## src/rtl/output_control.sv

```systemverilog
// Purpose: drain side of the systolic core. Latches the N*N result words in one
//          cycle, then streams them out bit-serially, LSB first, word 0 first.
// Latency: capture at edge k; with shift_en high, the first bit is valid after edge k+1.
// Backpressure: shift_en low stalls the stream (out_valid drops, data_out and counters hold).
// Optional feature: define OUTPUT_PARITY_EN to append an even-parity bit after each word.
// Ports:
//   clk, rst (sync, active-low)  | in_z_flat : word k at [(k+1)*R_W-1 -: R_W], k=row*N+col
//   capture   : latch + start (IDLE only) | shift_en : bit-level advance
//   data_out / out_valid / word_last : serial bit, its qualifier, end-of-word marker
//   busy      : drain in progress (through the done cycle) | done : one-cycle end pulse
module output_control #(
    parameter int N   = 2,
    parameter int R_W = 16
) (
    input  logic               clk,
    input  logic               rst,
    input  logic [N*N*R_W-1:0] in_z_flat,
    input  logic               capture,
    input  logic               shift_en,
    output logic               data_out,
    output logic               out_valid,
    output logic               word_last,
    output logic               busy,
    output logic               done
);

    localparam int WORDS = N * N;
`ifdef OUTPUT_PARITY_EN
    localparam int BPW = R_W + 1;   // data bits plus trailing parity bit
`else
    localparam int BPW = R_W;
`endif
    localparam int CW = $clog2(R_W + 1);
    localparam int IW = $clog2(R_W);
    localparam int WW = $clog2(WORDS);
    localparam logic [CW-1:0] LAST_BIT  = CW'(BPW - 1);
    localparam logic [WW-1:0] LAST_WORD = WW'(WORDS - 1);
`ifdef OUTPUT_PARITY_EN
    localparam logic [CW-1:0] PAR_BIT   = CW'(R_W);
`endif

    typedef enum logic [1:0] {
        IDLE  = 2'd0,
        SHIFT = 2'd1,
        DONE  = 2'd2
    } state_t;

    state_t         state;
    logic [R_W-1:0] buf_q [WORDS];
    logic [CW-1:0]  bit_cnt;
    logic [WW-1:0]  word_cnt;
    logic [R_W-1:0] cur_word;
    logic           cur_bit;

    // Bit to be issued at the next shifting edge.
    always_comb begin
        cur_word = buf_q[word_cnt];
        cur_bit  = cur_word[bit_cnt[IW-1:0]];
`ifdef OUTPUT_PARITY_EN
        if (bit_cnt == PAR_BIT) begin
            cur_bit = ^cur_word;
        end
`endif
    end

    always_ff @(posedge clk) begin
        if (!rst) begin
            state     <= IDLE;
            data_out  <= 1'b0;
            out_valid <= 1'b0;
            word_last <= 1'b0;
            done      <= 1'b0;
            busy      <= 1'b0;
            bit_cnt   <= '0;
            word_cnt  <= '0;
            for (int i = 0; i < WORDS; i++) begin
                buf_q[i] <= '0;
            end
        end else begin
            case (state)
                IDLE: begin
                    out_valid <= 1'b0;
                    word_last <= 1'b0;
                    done      <= 1'b0;
                    // busy is held through the done pulse and released one cycle later,
                    // so a capture arriving while done is high is still ignored.
                    if (done) begin
                        busy <= 1'b0;
                    end else if (capture) begin
                        for (int i = 0; i < WORDS; i++) begin
                            buf_q[i] <= in_z_flat[i*R_W +: R_W];
                        end
                        bit_cnt  <= '0;
                        word_cnt <= '0;
                        busy     <= 1'b1;
                        state    <= SHIFT;
                    end
                end
                SHIFT: begin
                    if (shift_en) begin
                        data_out  <= cur_bit;
                        out_valid <= 1'b1;
                        word_last <= (bit_cnt == LAST_BIT);
                        if (bit_cnt == LAST_BIT) begin
                            bit_cnt <= '0;
                            if (word_cnt == LAST_WORD) begin
                                word_cnt <= '0;
                                state    <= DONE;
                            end else begin
                                word_cnt <= word_cnt + 1'b1;
                            end
                        end else begin
                            bit_cnt <= bit_cnt + 1'b1;
                        end
                    end else begin
                        out_valid <= 1'b0;
                        word_last <= 1'b0;
                    end
                end
                DONE: begin
                    out_valid <= 1'b0;
                    word_last <= 1'b0;
                    done      <= 1'b1;
                    state     <= IDLE;
                end
                default: begin
                    state <= IDLE;
                end
            endcase
        end
    end

endmodule

```

## config.mk

```make
export PLATFORM = sky130hd
export DESIGN_NAME = output_control
export DESIGN_NICKNAME = d
export VERILOG_FILES = /design/src/rtl/output_control.sv
export SDC_FILE = /design/constraint.sdc
export NUM_CORES = 1
export LEC_CHECK = 0
export CORE_MARGIN = 5
export CORE_UTILIZATION = 40
export DETAILED_ROUTE_END_ITERATION = 7
export DONT_BUFFER_PORTS = 1
export PLACE_DENSITY_LB_ADDON = 0.3
export SYNTH_ARGS = -nofsm -noshare
export SYNTH_HDL_FRONTEND = slang
export SYNTH_SLANG_ARGS = --single-unit
export TNS_END_PERCENT = 1
```

## constraint.sdc

```tcl
create_clock -name clk -period 5.3 [get_ports clk]
set_clock_uncertainty 0.05 [all_clocks]
set_input_delay 0.795 -clock clk [delete_from_list [all_inputs] [get_ports clk]]
set_output_delay 0.795 -clock clk [all_outputs]
set_load 0.02 [all_outputs]
```

==> results of run 1 <==
[synth_stat cells]
library cell / count / share of area, %
sky130_fd_sc_hd__a21oi_1: 4 / 0.55
sky130_fd_sc_hd__clkbuf_1: 16 / 1.7
sky130_fd_sc_hd__buf_6: 2 / 0.62
sky130_fd_sc_hd__nand3_1: 3 / 0.41
sky130_fd_sc_hd__or3b_4: 1 / 0.31
sky130_fd_sc_hd__buf_2: 3 / 0.41
sky130_fd_sc_hd__nand4_1: 2 / 0.34
sky130_fd_sc_hd__nand2b_1: 3 / 0.52
sky130_fd_sc_hd__nor2b_1: 3 / 0.52
sky130_fd_sc_hd__xnor2_1: 1 / 0.24
sky130_fd_sc_hd__o21ai_0: 1 / 0.14
sky130_fd_sc_hd__nor3_1: 2 / 0.28
sky130_fd_sc_hd__o21ai_1: 1 / 0.14
sky130_fd_sc_hd__edfxtp_1: 64 / 53
sky130_fd_sc_hd__o31ai_1: 2 / 0.41
sky130_fd_sc_hd__and4b_1: 1 / 0.28
sky130_fd_sc_hd__and3_1: 64 / 11
sky130_fd_sc_hd__a211oi_1: 1 / 0.21
sky130_fd_sc_hd__buf_1: 2 / 0.21
sky130_fd_sc_hd__nor2_1: 10 / 1.0
sky130_fd_sc_hd__mux2i_1: 13 / 3.6
sky130_fd_sc_hd__a2111oi_2: 1 / 0.41
sky130_fd_sc_hd__a31o_2: 1 / 0.24
sky130_fd_sc_hd__nand2_4: 1 / 0.31
sky130_fd_sc_hd__ha_1: 2 / 0.69
sky130_fd_sc_hd__a21boi_1: 2 / 0.41
sky130_fd_sc_hd__dfxtp_1: 16 / 8.8
sky130_fd_sc_hd__nor4b_1: 1 / 0.24
sky130_fd_sc_hd__xor2_1: 1 / 0.24
sky130_fd_sc_hd__or4_4: 1 / 0.31
sky130_fd_sc_hd__o2111a_1: 1 / 0.31
sky130_fd_sc_hd__nand2_1: 10 / 1.0
sky130_fd_sc_hd__or2b_1: 1 / 0.21
sky130_fd_sc_hd__o21a_1: 1 / 0.21
sky130_fd_sc_hd__a21oi_4: 1 / 0.45
sky130_fd_sc_hd__mux4_2: 16 / 9.9
sky130_fd_sc_hd__a21boi_0: 3 / 0.62
[state kept, by name, indices dropped and copies added (netlist names), named ones only]
register / count
bit_cnt: 5
data_out: 1
word_last: 1
word_cnt: 2
busy: 1
state: 2
done: 1
buf_q: 64
out_valid: 1
[through the flow]
stage               setup slack, ns  hold WS [ns]  instances  area (um2)  utilization [%]
floorplan                     1.890        0.3750        258        3640                -
global placement              2.270        0.3881        345        3692            41.93
detailed placement            2.202        0.3915        345        3692            41.93
CTS                           2.470        0.4054        361        3894            44.22
global route                  2.238        0.4446        361        3894            44.22
finish                        2.482        0.4090        361        3894            44.22
[path summary, 6_finish.rpt]
| check | startpoint | slack (ns) | cells after the start | endpoint |
|---|---|---|---|---|
| min | bit_cnt[4] | 0.41 | 2 | bit_cnt[4] |
| min reg2reg | bit_cnt[4] | 0.41 | 2 | bit_cnt[4] |
| max reg2reg | state[0] | 2.48 | 5 | buf_q[1][3] |
| max | state[0] | 2.48 | 5 | buf_q[1][3] |
[layer usage]
metal	track usage [%]	share of wire, %	up-vias
met5	0	0	-
met4	3.655	1.2	0
met3	4.707	6.2	9
met2	19.63	46	58
met1	15.96	46	947
li1	-	-	979
[cell usage in the layout, fill, tap and decap left out, types with 4 or more instances in the layout]
master | synthesis | final
sky130_fd_sc_hd__and3_1 | 64 | 64
sky130_fd_sc_hd__nand2_1 | 10 | 10
sky130_fd_sc_hd__edfxtp_1 | 64 | 64
sky130_fd_sc_hd__mux4_2 | 16 | 16
sky130_fd_sc_hd__nor2_1 | 10 | 10
sky130_fd_sc_hd__a21oi_1 | 4 | 4
sky130_fd_sc_hd__dfxtp_1 | 16 | 16
sky130_fd_sc_hd__clkbuf_8 | 0 | 9
sky130_fd_sc_hd__mux2i_1 | 13 | 13
[cells by family (layout without fill, tap and decap cells)]
kind of cell             count (synthesis)  count (layout)  share of synthesized area (%)
multiplexers                            29              29                          13.48
adder cells (fa/ha/maj)                  2               2                         0.6874
XOR/XNOR                                 2               2                         0.4814
flip-flops                              80              80                          61.60
AND/OR/NAND/NOR                        103             103                          16.78
AO/OA/AOI/OAI                           19              19                          4.090
buffers and inverters                   23              18                          2.888
[critical path, cell delays in order (launching register included)]
cell and delay (ns):
sky130_fd_sc_hd__dfxtp_1 0.40, sky130_fd_sc_hd__nand2b_1 0.21, sky130_fd_sc_hd__nor3_2 0.10, sky130_fd_sc_hd__buf_4 0.43, sky130_fd_sc_hd__nand2b_2 0.75, sky130_fd_sc_hd__buf_4 0.48
[layout make-up]
type / instances / area [um2]
Fill cell: 792 / 4912
Sequential cell: 80 / 2242
Multi-Input combinational cell: 155 / 1300
Tap cell: 108 / 135.1
Clock buffer: 9 / 123.9
Clock inverter: 7 / 77.57
Timing Repair Buffer: 2 / 15.01
[report_power, final]
part / internal (W) / total, W / leakage [nW] / switching (W)
Sequential: 0.000734 / 0.000760 / 0.822 / 0.0000259
Clock: 0.000222 / 0.000456 / 0.102 / 0.000234
Combinational: 0.0000536 / 0.000108 / 0.632 / 0.0000546
==> summary.md, run 1 <==
| Metric | Value |
|---|---|
| Run status | `completed` |
| Area of the core | `0.008806 mm2` |
| Initial detailed-routing violation count | `168` |
| Post-route DRC violation count | `0` |
| TritonCTS clock tree | `done` |
| Fraction of final layout cells sized beyond drive strength 1 | `16.21%` |
| Maximum number of pins on one net before global-route repair | `80` |
| Number of distinct library cells after synthesis | `37` |
| Global route overflow | `0` |
| Buffers added on ports | `0` |
| Post-synthesis area per instance | `14.11 um2` |
| HPWL after DPL | `4.362 mm` |
| Peak Freq | `354.8 MHz` |
| Lkg Pwr | `1.556 nW` |
| Die Span X | `105.4 um` |
| Detailed-route vias per instance | `5.521` |
| GRT Resource Usage Total | `12.41%` |
| Top fanout value on the critical path | `66` |
| Vertical die dimension | `105.4 um` |
| Worst hold path class | `reg -> reg` |
| Hold bufs inserted after CTS | `0` |
| DR pass1 iterations | `4` |
| Transition time at the pin with the least slew margin | `1.075 ns` |
| Total wirelength of the detailed-routed design | `6.609 mm` |
| Sum of negative setup slack | `0 ns` |
| Maximum number of buffers from clock root to sink | `2` |
| Category of the worst setup path capture point | `flip-flop` |
| Clock Sink Count | `80` |
| WL/cell | `18.31 um` |
| Antenna violations before repair | `0` |
| Warnings from Yosys | `0` |
| CTS H-Tree Depth | `3` |
| Final setup violation count | `0` |
| Max-cap check violation count | `0` |
| Combined area of all synthesized cells | `0.003640 mm2` |
| Root Driver | `sky130_fd_sc_hd__clkbuf_8` |
| Total number of nets in the final design | `318` |
| Final GP Congestion | `0.7014` |
| Post-CTS sizing | `0` |
| Effective utilization at floorplan | `41.33%` |
| Number of max-slew violations in the final report | `0` |
| Mapped Nets | `328` |
| Vias in the first global route | `2159` |
| Antenna diode count | `0` |
| Total vias in the final route | `1993` |
| Areal power density over the cells | `340.0 mW/mm2` |
| I/O pin total | `73` |
| Antenna Violating Nets Remaining | `0` |
| RSZ-0062 raised after global routing | `no` |
| Core Rows | `34` |
| Count of endpoints failing hold in the final timing report | `0` |
| Final period utilization | `53.18%` |
| Sequential area share after synthesis | `61.60%` |
| Number of buffers created by CTS | `9` |
| Arrival time reported for the critical path endpoint | `2.78 ns` |
| Synthesis-stage register bit count | `80` |
| First-pass GRT wire length | `10.68 mm` |
| Synth Instances | `258` |
| Kind of start point of the critical path | `flip-flop` |
| Clock-pin slew on the worst setup and hold paths | `0.08 ns` |
| Max VDD drop | `0.2184 mV` |
| Post-layout total power | `0.001324 W` |
| Number of setup buffers added after CTS | `0` |
| Crit Path Category | `reg -> reg` |
| Shortest period the worst path allows | `2.818 ns` |
| Clock latency at the later pin of the worst-skew pair | `0.35 ns` |
| Area of the die | `0.01111 mm2` |
| Req. time, crit path | `5.27 ns` |
| Slew headroom | `28.23%` |
| Synthesis-to-finish area growth | `6.978%` |
Power figures use the tool's default switching activity.
==> run 2: changes to the inputs <==
- ABC_AREA: unset -> 1
- clock period: 5.3 -> 2.9 ns (I/O delays scaled with it)
==> run 2 against run 1 <==
  * Final cell count is 57% higher
  * Worst setup slack worse by 1.4 ns
  * Critical path type unchanged
  * Largest cell class unchanged
  * Global-route usage is 0.85 points higher
  * Clock-buffer cell count is 1 higher
  * Synthesized cell count is 69% higher
  * Routed wire length is 9.8% higher
  * Core utilization hardly changed
  * Via count is 31% higher
  * Area after synthesis is 6.2% higher
  * Final area is 5.9% higher
  * Highest routed layer unchanged
==> summary.md, run 2 <==
| Metric | Value |
|---|---|
| Run status | `completed` |
| Root Driver | `sky130_fd_sc_hd__clkbuf_8` |
| Antenna Violating Nets Remaining | `0 (unchanged)` |
| Worst hold path class | `in -> reg` |
| Least setup slack across all paths after layout | `1.073 ns (-1.409 ns)` |
| Setup slack at placement | `1.085 ns (-1.118 ns)` |
| Clock power frac | `30.7% (-3.7 points)` |
| Top layer in use | `met4` |
| Buffers added on ports | `0 (unchanged)` |
| Registers with the most flip-flops | `buf_q (64), bit_cnt (5)` |
| Initial detailed-routing violation count | `104 (-38%)` |
| Post-route DRC violation count | `0 (unchanged)` |
| Met3 routed WL | `393 um (-3.4%)` |
| Count of endpoints failing hold in the final timing report | `0 (unchanged)` |
| Fraction of final layout cells sized beyond drive strength 1 | `7.534% (-8.7 points)` |
| Final GP Congestion | `0.7933 (+13%)` |
| Post-synthesis area per instance | `8.865 um2 (-37%)` |
| Post-synth EDFFs | `64 (unchanged)` |
| Max VDD drop | `0.2234 mV (+2.3%)` |
| Register ranked first by flip-flop count | `buf_q` |
| Detailed-route vias per instance | `4.589 (-17%)` |
| Proportion of netlist area held by the largest area contributor | `49.72% (-3.1 points)` |
| Number of distinct library cells after synthesis | `29 (-22%)` |
| Top fanout value on the critical path | `64 (-3.0%)` |
| Sum of negative setup slack | `0 ns (unchanged)` |
| Area of the core | `0.009328 mm2 (+5.9%)` |
| Global route overflow | `0 (unchanged)` |
| Ys flop type | `sky130_fd_sc_hd__edfxtp_1` |
| Commonest non-fill, non-tap cells in the layout | `sky130_fd_sc_hd__nand2_1, sky130_fd_sc_hd__inv_1, sky130_fd_sc_hd__nor2_1, sky130_fd_sc_hd__edfxtp_1, sky130_fd_sc_hd__nand3_1` |
| Wire length on met1 | `3.516 mm (+15%)` |
| Clock latency at the later pin of the worst-skew pair | `0.35 ns (about the same)` |
| Total number of nets in the final design | `504 (+58%)` |
| Crit Path Category | `reg -> reg` |
| Maximum number of buffers from clock root to sink | `2 (unchanged)` |
| Switching power share of the total | `25.06% (+1.3 points)` |
| Clock Sink Count | `80 (unchanged)` |
| Met2 Wirelength | `3.231 mm (+5.6%)` |
| Net switching power | `0.0006167 W (+96%)` |
| Register share of total power | `57.6% (+0.2 points)` |
| Internal power | `0.001844 W (+83%)` |
| Total vias in the final route | `2602 (+31%)` |
| Kind of start point of the critical path | `flip-flop` |
| Total wirelength of the detailed-routed design | `7.254 mm (+9.8%)` |
| Synth async-reset ratio | `0% (unchanged)` |
| Arrival time reported for the critical path endpoint | `1.79 ns (-0.99 ns)` |
| Core Rows | `35 (+2.9%)` |
| Areal power density over the cells | `596.9 mW/mm2 (+76%)` |
| Top cells by instance count after synthesis | `sky130_fd_sc_hd__nand2_1, sky130_fd_sc_hd__inv_1, sky130_fd_sc_hd__nor2_1` |
| Largest cells by area after synthesis | `sky130_fd_sc_hd__edfxtp_1, sky130_fd_sc_hd__nand2_1, sky130_fd_sc_hd__dfxtp_1` |
| Max-cap check violation count | `0 (unchanged)` |
| Vertical die dimension | `108.3 um (+2.8%)` |
| Shortest period the worst path allows | `1.827 ns (-0.9914 ns)` |
| Count of placed standard cells including taps | `552 (+60%)` |
| Area of the die | `0.01173 mm2 (+5.6%)` |
| Multi-input combinational cell area | `0.001171 mm2 (-9.9%)` |
| Category of the worst setup path capture point | `flip-flop` |
| Peak Freq | `547.4 MHz (+54%)` |
| Count of placed standard cells in the final layout, fillers left out | `567 (+57%)` |
| RSZ-0062 raised after global routing | `no` |
| Antenna violations before repair | `0 (unchanged)` |
| WL/cell | `12.79 um (-30%)` |
| DR pass1 iterations | `4 (unchanged)` |
| Mapped Nets | `506 (+54%)` |
| Commonest non-fill, non-tap cell in the layout | `sky130_fd_sc_hd__nand2_1` |
| Synthesis-stage register bit count | `80 (unchanged)` |
| Effective utilization at floorplan | `41.44% (+0.10 points)` |
| Number of buffers created by CTS | `9 (unchanged)` |
| FILL cells | `916 (+16%)` |
| Number of setup buffers added after CTS | `0 (unchanged)` |
| GRT Resource Usage Total | `13.26% (+0.85 points)` |
| Antenna diode count | `0 (unchanged)` |
| Sequential area share after synthesis | `58.01% (-3.6 points)` |
| Lkg Pwr | `1.857 nW (+19%)` |
| Vias in the first global route | `2615 (+21%)` |
| Combined area of all synthesized cells | `0.003865 mm2 (+6.2%)` |
| Req. time, crit path | `2.86 ns (-2.41 ns)` |
| Die Span X | `108.3 um (+2.8%)` |
| Biggest area consumer among synthesized cells | `sky130_fd_sc_hd__edfxtp_1` |
| Flip-flop count of the largest register after layout | `64 (unchanged)` |
| HPWL after DPL | `5.208 mm (+19%)` |
| Reg2Reg Setup Slack | `1.07 ns (-1.41 ns)` |
| Warnings from Yosys | `0 (unchanged)` |
| Synth Instances | `436 (+69%)` |
| Clock-pin slew on the worst setup and hold paths | `0.08 ns (about the same)` |
| Cell with the most instances after synthesis | `sky130_fd_sc_hd__nand2_1` |
| Sequential cell area | `0.002242 mm2 (unchanged)` |
| First-pass GRT wire length | `12.19 mm (+14%)` |
| Number of max-slew violations in the final report | `0 (unchanged)` |
| CTS H-Tree Depth | `3 (unchanged)` |
| Transition time at the pin with the least slew margin | `0.6211 ns (-0.4541 ns)` |
| Logic gate share of total power | `11.7% (+3.5 points)` |
| Slew headroom | `58.59% (+30 points)` |
| I/O pin total | `73 (unchanged)` |
| Hold bufs inserted after CTS | `0 (unchanged)` |
| Final period utilization | `62.99% (+9.8 points)` |
| TritonCTS clock tree | `done` |
| Post-CTS sizing | `0 (unchanged)` |
| Final setup violation count | `0 (unchanged)` |
| Synthesis-to-finish area growth | `6.669%` |
| Maximum number of pins on one net before global-route repair | `65 (-19%)` |
## run 2: metrics by stage
step	total power, W	hold WS, ns	area (um2)	util, %
finish	0.002461	0.1716	4123	44.20
floorplan	0.001679	0.3830	3865	-
detailed placement	0.001737	0.4003	3946	42.31
CTS	0.002489	0.1640	4123	44.20
global placement	0.001737	0.3907	3946	42.31
global route	0.002591	0.1960	4123	44.20
## run 2: logic make-up after synthesis
group	synth area share, %
XOR/XNOR	0.2267
flip-flops	58.01
buffers and inverters	11.75
AND/OR/NAND/NOR	26.22
adder cells (fa/ha/maj)	0.6474
AO/OA/AOI/OAI	3.140
## run 2: final timing paths
check                 end  cells past startpoint        from
max          buf_q[2][14]                      6    state[1]
min            bit_cnt[4]                      2         rst
max reg2reg  buf_q[2][14]                      6    state[1]
min reg2reg    bit_cnt[4]                      2  bit_cnt[4]
## run 2: area by class of cell
type	count	share of cell area [%]
clock buffers	10	3.096
multi-input cells	253	28.41
repair buffers	5	1.214
inverters	85	7.800
flip-flops and latches	80	54.39
well taps	129	3.915
clock inverters	5	1.184
## run 2: critical path: stages, from the launching register on
cell                      delay [ns]
sky130_fd_sc_hd__dfxtp_1        0.37
sky130_fd_sc_hd__nor2_1         0.27
sky130_fd_sc_hd__nand2_2        0.12
sky130_fd_sc_hd__nor2_1         0.18
sky130_fd_sc_hd__inv_1          0.09
sky130_fd_sc_hd__nand2_2        0.09
sky130_fd_sc_hd__buf_12         0.27
## run 2: layer usage
metal  GRT usage (%)  up-vias
met5               0        -
met4           4.328        0
met3           4.179       13
met2           20.60       63
met1           17.68     1162
li1                -     1364
## run 2: power groups by stage
| stage | clock [W] | combinational, W | sequential, W |
|---|---|---|---|
| detailed placement | 0 | 0.000294 | 0.00144 |
| global route | 0.000827 | 0.000335 | 0.00143 |
| CTS | 0.000774 | 0.000295 | 0.00142 |
| finish | 0.000756 | 0.000287 | 0.00142 |
| global placement | 0 | 0.000291 | 0.00145 |
| floorplan | 0 | 0.000249 | 0.00143 |
==> run 3: changes to the inputs <==
- clock period: 2.9 -> 1.6 ns (I/O delays scaled with it)
==> run 3 against run 2 <==
  * Non-clock buffer count up 17
  * Critical path depth up 2
  * Total power up 89%
  * Via count up 4.4%
  * Final area up 5.7%
  * Core utilization up 2.5 points
  * Global-route usage up 0.77 points
  * Largest power group unchanged
==> summary.md, run 3 (synthesis gave the netlist of run 2 again) <==
| Metric | Value |
|---|---|
| Req. time, crit path | `1.77 ns (-1.09 ns)` |
| Detailed-route vias per instance | `4.644 (+1.2%)` |
| Registers with the most flip-flops | `buf_q (64), bit_cnt (5)` |
| Commonest non-fill, non-tap cell in the layout | `sky130_fd_sc_hd__nand2_1` |
| Slew headroom | `67.10% (+8.5 points)` |
| DR pass1 iterations | `4 (unchanged)` |
| Number of buffers created by CTS | `9 (unchanged)` |
| Global route overflow | `0 (unchanged)` |
| Total number of cells along the worst setup path | `8 (+2)` |
| Count of endpoints failing hold in the final timing report | `0 (unchanged)` |
| Commonest non-fill, non-tap cells in the layout | `sky130_fd_sc_hd__nand2_1, sky130_fd_sc_hd__inv_1, sky130_fd_sc_hd__nor2_1, sky130_fd_sc_hd__edfxtp_1, sky130_fd_sc_hd__nand3_1` |
| Crit Path Category | `reg -> reg` |
| Areal power density over the cells | `1069 mW/mm2 (+79%)` |
| Antenna diode count | `0 (unchanged)` |
| Shortest period the worst path allows | `1.541 ns (-0.2856 ns)` |
| FILL cells | `933 (+1.9%)` |
| First-pass GRT wire length | `12.71 mm (+4.3%)` |
| Clock-pin slew on the worst setup and hold paths | `0.08 ns (about the same)` |
| Flip-flop count of the largest register after layout | `64 (unchanged)` |
| Root Driver | `sky130_fd_sc_hd__clkbuf_8` |
| Cells traversed along the worst timing path | `inv_2 -> nor2_4 -> nand2_4 -> a21oi_4 -> buf_4 -> nand3_1 -> xor2_1 -> nor3_2` |
| Setup slack at placement | `-0.007838 ns (-1.092 ns)` |
| Buf/Inv on CP | `2 (unchanged)` |
| Arrival time reported for the critical path endpoint | `1.71 ns (-0.08 ns)` |
| Lkg Pwr | `1.973 nW (+6.2%)` |
| Die Span X | `108.3 um (unchanged)` |
| Register ranked first by flip-flop count | `buf_q` |
| Post-layout total power | `0.004658 W (+89%)` |
| Synthesis-to-finish area growth | `12.72%` |
| Final setup violation count | `0 (unchanged)` |
| Buffers added on ports | `0 (unchanged)` |
| Category of the worst setup path capture point | `flip-flop` |
| Area of the core | `0.009328 mm2 (unchanged)` |
| Launch point of the critical path | `state[0]` |
| CTS H-Tree Depth | `3 (unchanged)` |
| GRT Resource Usage Total | `14.04% (+0.77 points)` |
| Max VDD drop | `0.4677 mV (+110%)` |
| Post-route DRC violation count | `0 (unchanged)` |
| Maximum number of pins on one net before global-route repair | `35 (-46%)` |
| Run status | `completed` |
| WL/cell | `13.32 um (+4.1%)` |
| Reg2Reg Setup Slack | `0.06 ns (-1.01 ns)` |
| HPWL after DPL | `5.851 mm (+12%)` |
| Final period utilization | `96.33% (+33 points)` |
| Endpoint of the most critical register-to-register path | `bit_cnt[3]` |
| Vias in the first global route | `2745 (+5.0%)` |
| Least setup slack across all paths after layout | `0.05876 ns (-1.014 ns)` |
| Clock Sink Count | `80 (unchanged)` |
| Worst Hold Slack | `0.01177 ns (-0.1598 ns)` |
| Kind of start point of the critical path | `flip-flop` |
| Fraction of final layout cells sized beyond drive strength 1 | `13.38% (+5.8 points)` |
| Antenna violations before repair | `0 (unchanged)` |
| Initial detailed-routing violation count | `89 (-14%)` |
| Total vias in the final route | `2717 (+4.4%)` |
| Total number of nets in the final design | `521 (+3.4%)` |
| TritonCTS clock tree | `done` |
| Maximum number of buffers from clock root to sink | `2 (unchanged)` |
| Peak Freq | `648.8 MHz (+19%)` |
| Area of the die | `0.01173 mm2 (unchanged)` |
| Worst hold path class | `in -> reg` |
| Antenna Violating Nets Remaining | `0 (unchanged)` |
| RSZ-0062 raised after global routing | `yes` |
| Vertical die dimension | `108.3 um (unchanged)` |
| Top fanout value on the critical path | `6 (-91%)` |
| Capture point of the worst path | `bit_cnt[3]` |
| Worst R2R Path Depth | `8 (+2)` |
| Final GP Congestion | `0.8195 (+3.3%)` |
| Reg-to-reg critical path startpoint | `state[0]` |
| Clock latency at the later pin of the worst-skew pair | `0.35 ns (about the same)` |
| Core Rows | `35 (unchanged)` |
| Cell family with the largest share of critical-path delay | `flip-flops` |
| Transition time at the pin with the least slew margin | `0.4929 ns (-0.1282 ns)` |
| Effective utilization at floorplan | `41.44% (unchanged)` |
| Total wirelength of the detailed-routed design | `7.791 mm (+7.4%)` |
| Slowest CP cell | `sky130_fd_sc_hd__dfxtp_2` |
| Number of max-slew violations in the final report | `0 (unchanged)` |
| Biggest cell delay along the critical path | `0.41 ns (+0.04 ns)` |
| Max-cap check violation count | `0 (unchanged)` |
| Post-route core utilization | `46.71% (+2.5 points)` |
| I/O pin total | `73 (unchanged)` |
[run 3: cell count changes in the layout (fill, tap and decap cells not counted), sizes merged]
cell         previous run  this run
buf                     5        21
dlygate4sd3             0         1
clkinvlp                1         4
clkinv                  3         0
inv                    85        86
[run 3: worst min path at each step]
stage,to,cells past startpoint,startpoint
CTS,buf_q[2][11],2,in_z_flat[43]
detailed placement,bit_cnt[4],2,rst
finish,out_valid,2,shift_en
global route,out_valid,2,shift_en
global placement,bit_cnt[4],2,rst
floorplan,bit_cnt[4],2,rst
[run 3: routing by layer]
| layer | up-vias | wire [um] | track usage, % |
|---|---|---|---|
| met5 | - | 0 | 0 |
| met4 | 0 | 79 | 3.246 |
| met3 | 6 | 448 | 4.776 |
| met2 | 64 | 3738 | 22.56 |
| met1 | 1249 | 3524 | 18.42 |
| li1 | 1398 | - | - |
[run 3: final cells by class]
class	instances	area, um2	area share (%)
timing repair buffer	22	221.5	5.083
inverter	85	326.6	7.496
clock buffer	10	127.6	2.929
sequential	80	2245	51.52
multi-input combinational	253	1206	27.69
tap	129	161.4	3.705
clock inverter	6	68.82	1.580
[run 3: timing repair]
action                                 in CTS  in global routing
setup endpoints to repair                  56                 66
gates resized for setup                     2                 11
pin swaps                                   0                  4
gates cloned                                0                  0
hold buffers                                1                  0
setup buffers                               0                  2
endpoints found under the hold margin       1                  0
[run 3: report_power, final]
part           internal [W]  leakage (nW)  total [W]  switching, W
registers           0.00248         0.821    0.00256     0.0000852
clock network      0.000726        0.0851    0.00147      0.000743
logic              0.000231          1.07   0.000624      0.000394
total               0.00344          1.97    0.00466       0.00122
[run 3: per-stage QoR]
| stage | cell area [um2] | std cells | TNS, ns |
|---|---|---|---|
| finish | 4357 | 585 | 0 |
| global route | 4357 | 585 | -0.04475 |
| CTS | 4318 | 583 | 0 |
| detailed placement | 4105 | 566 | -0.1937 |
| global placement | 4105 | 566 | -0.0002416 |
| floorplan | 3884 | 436 | 0 |
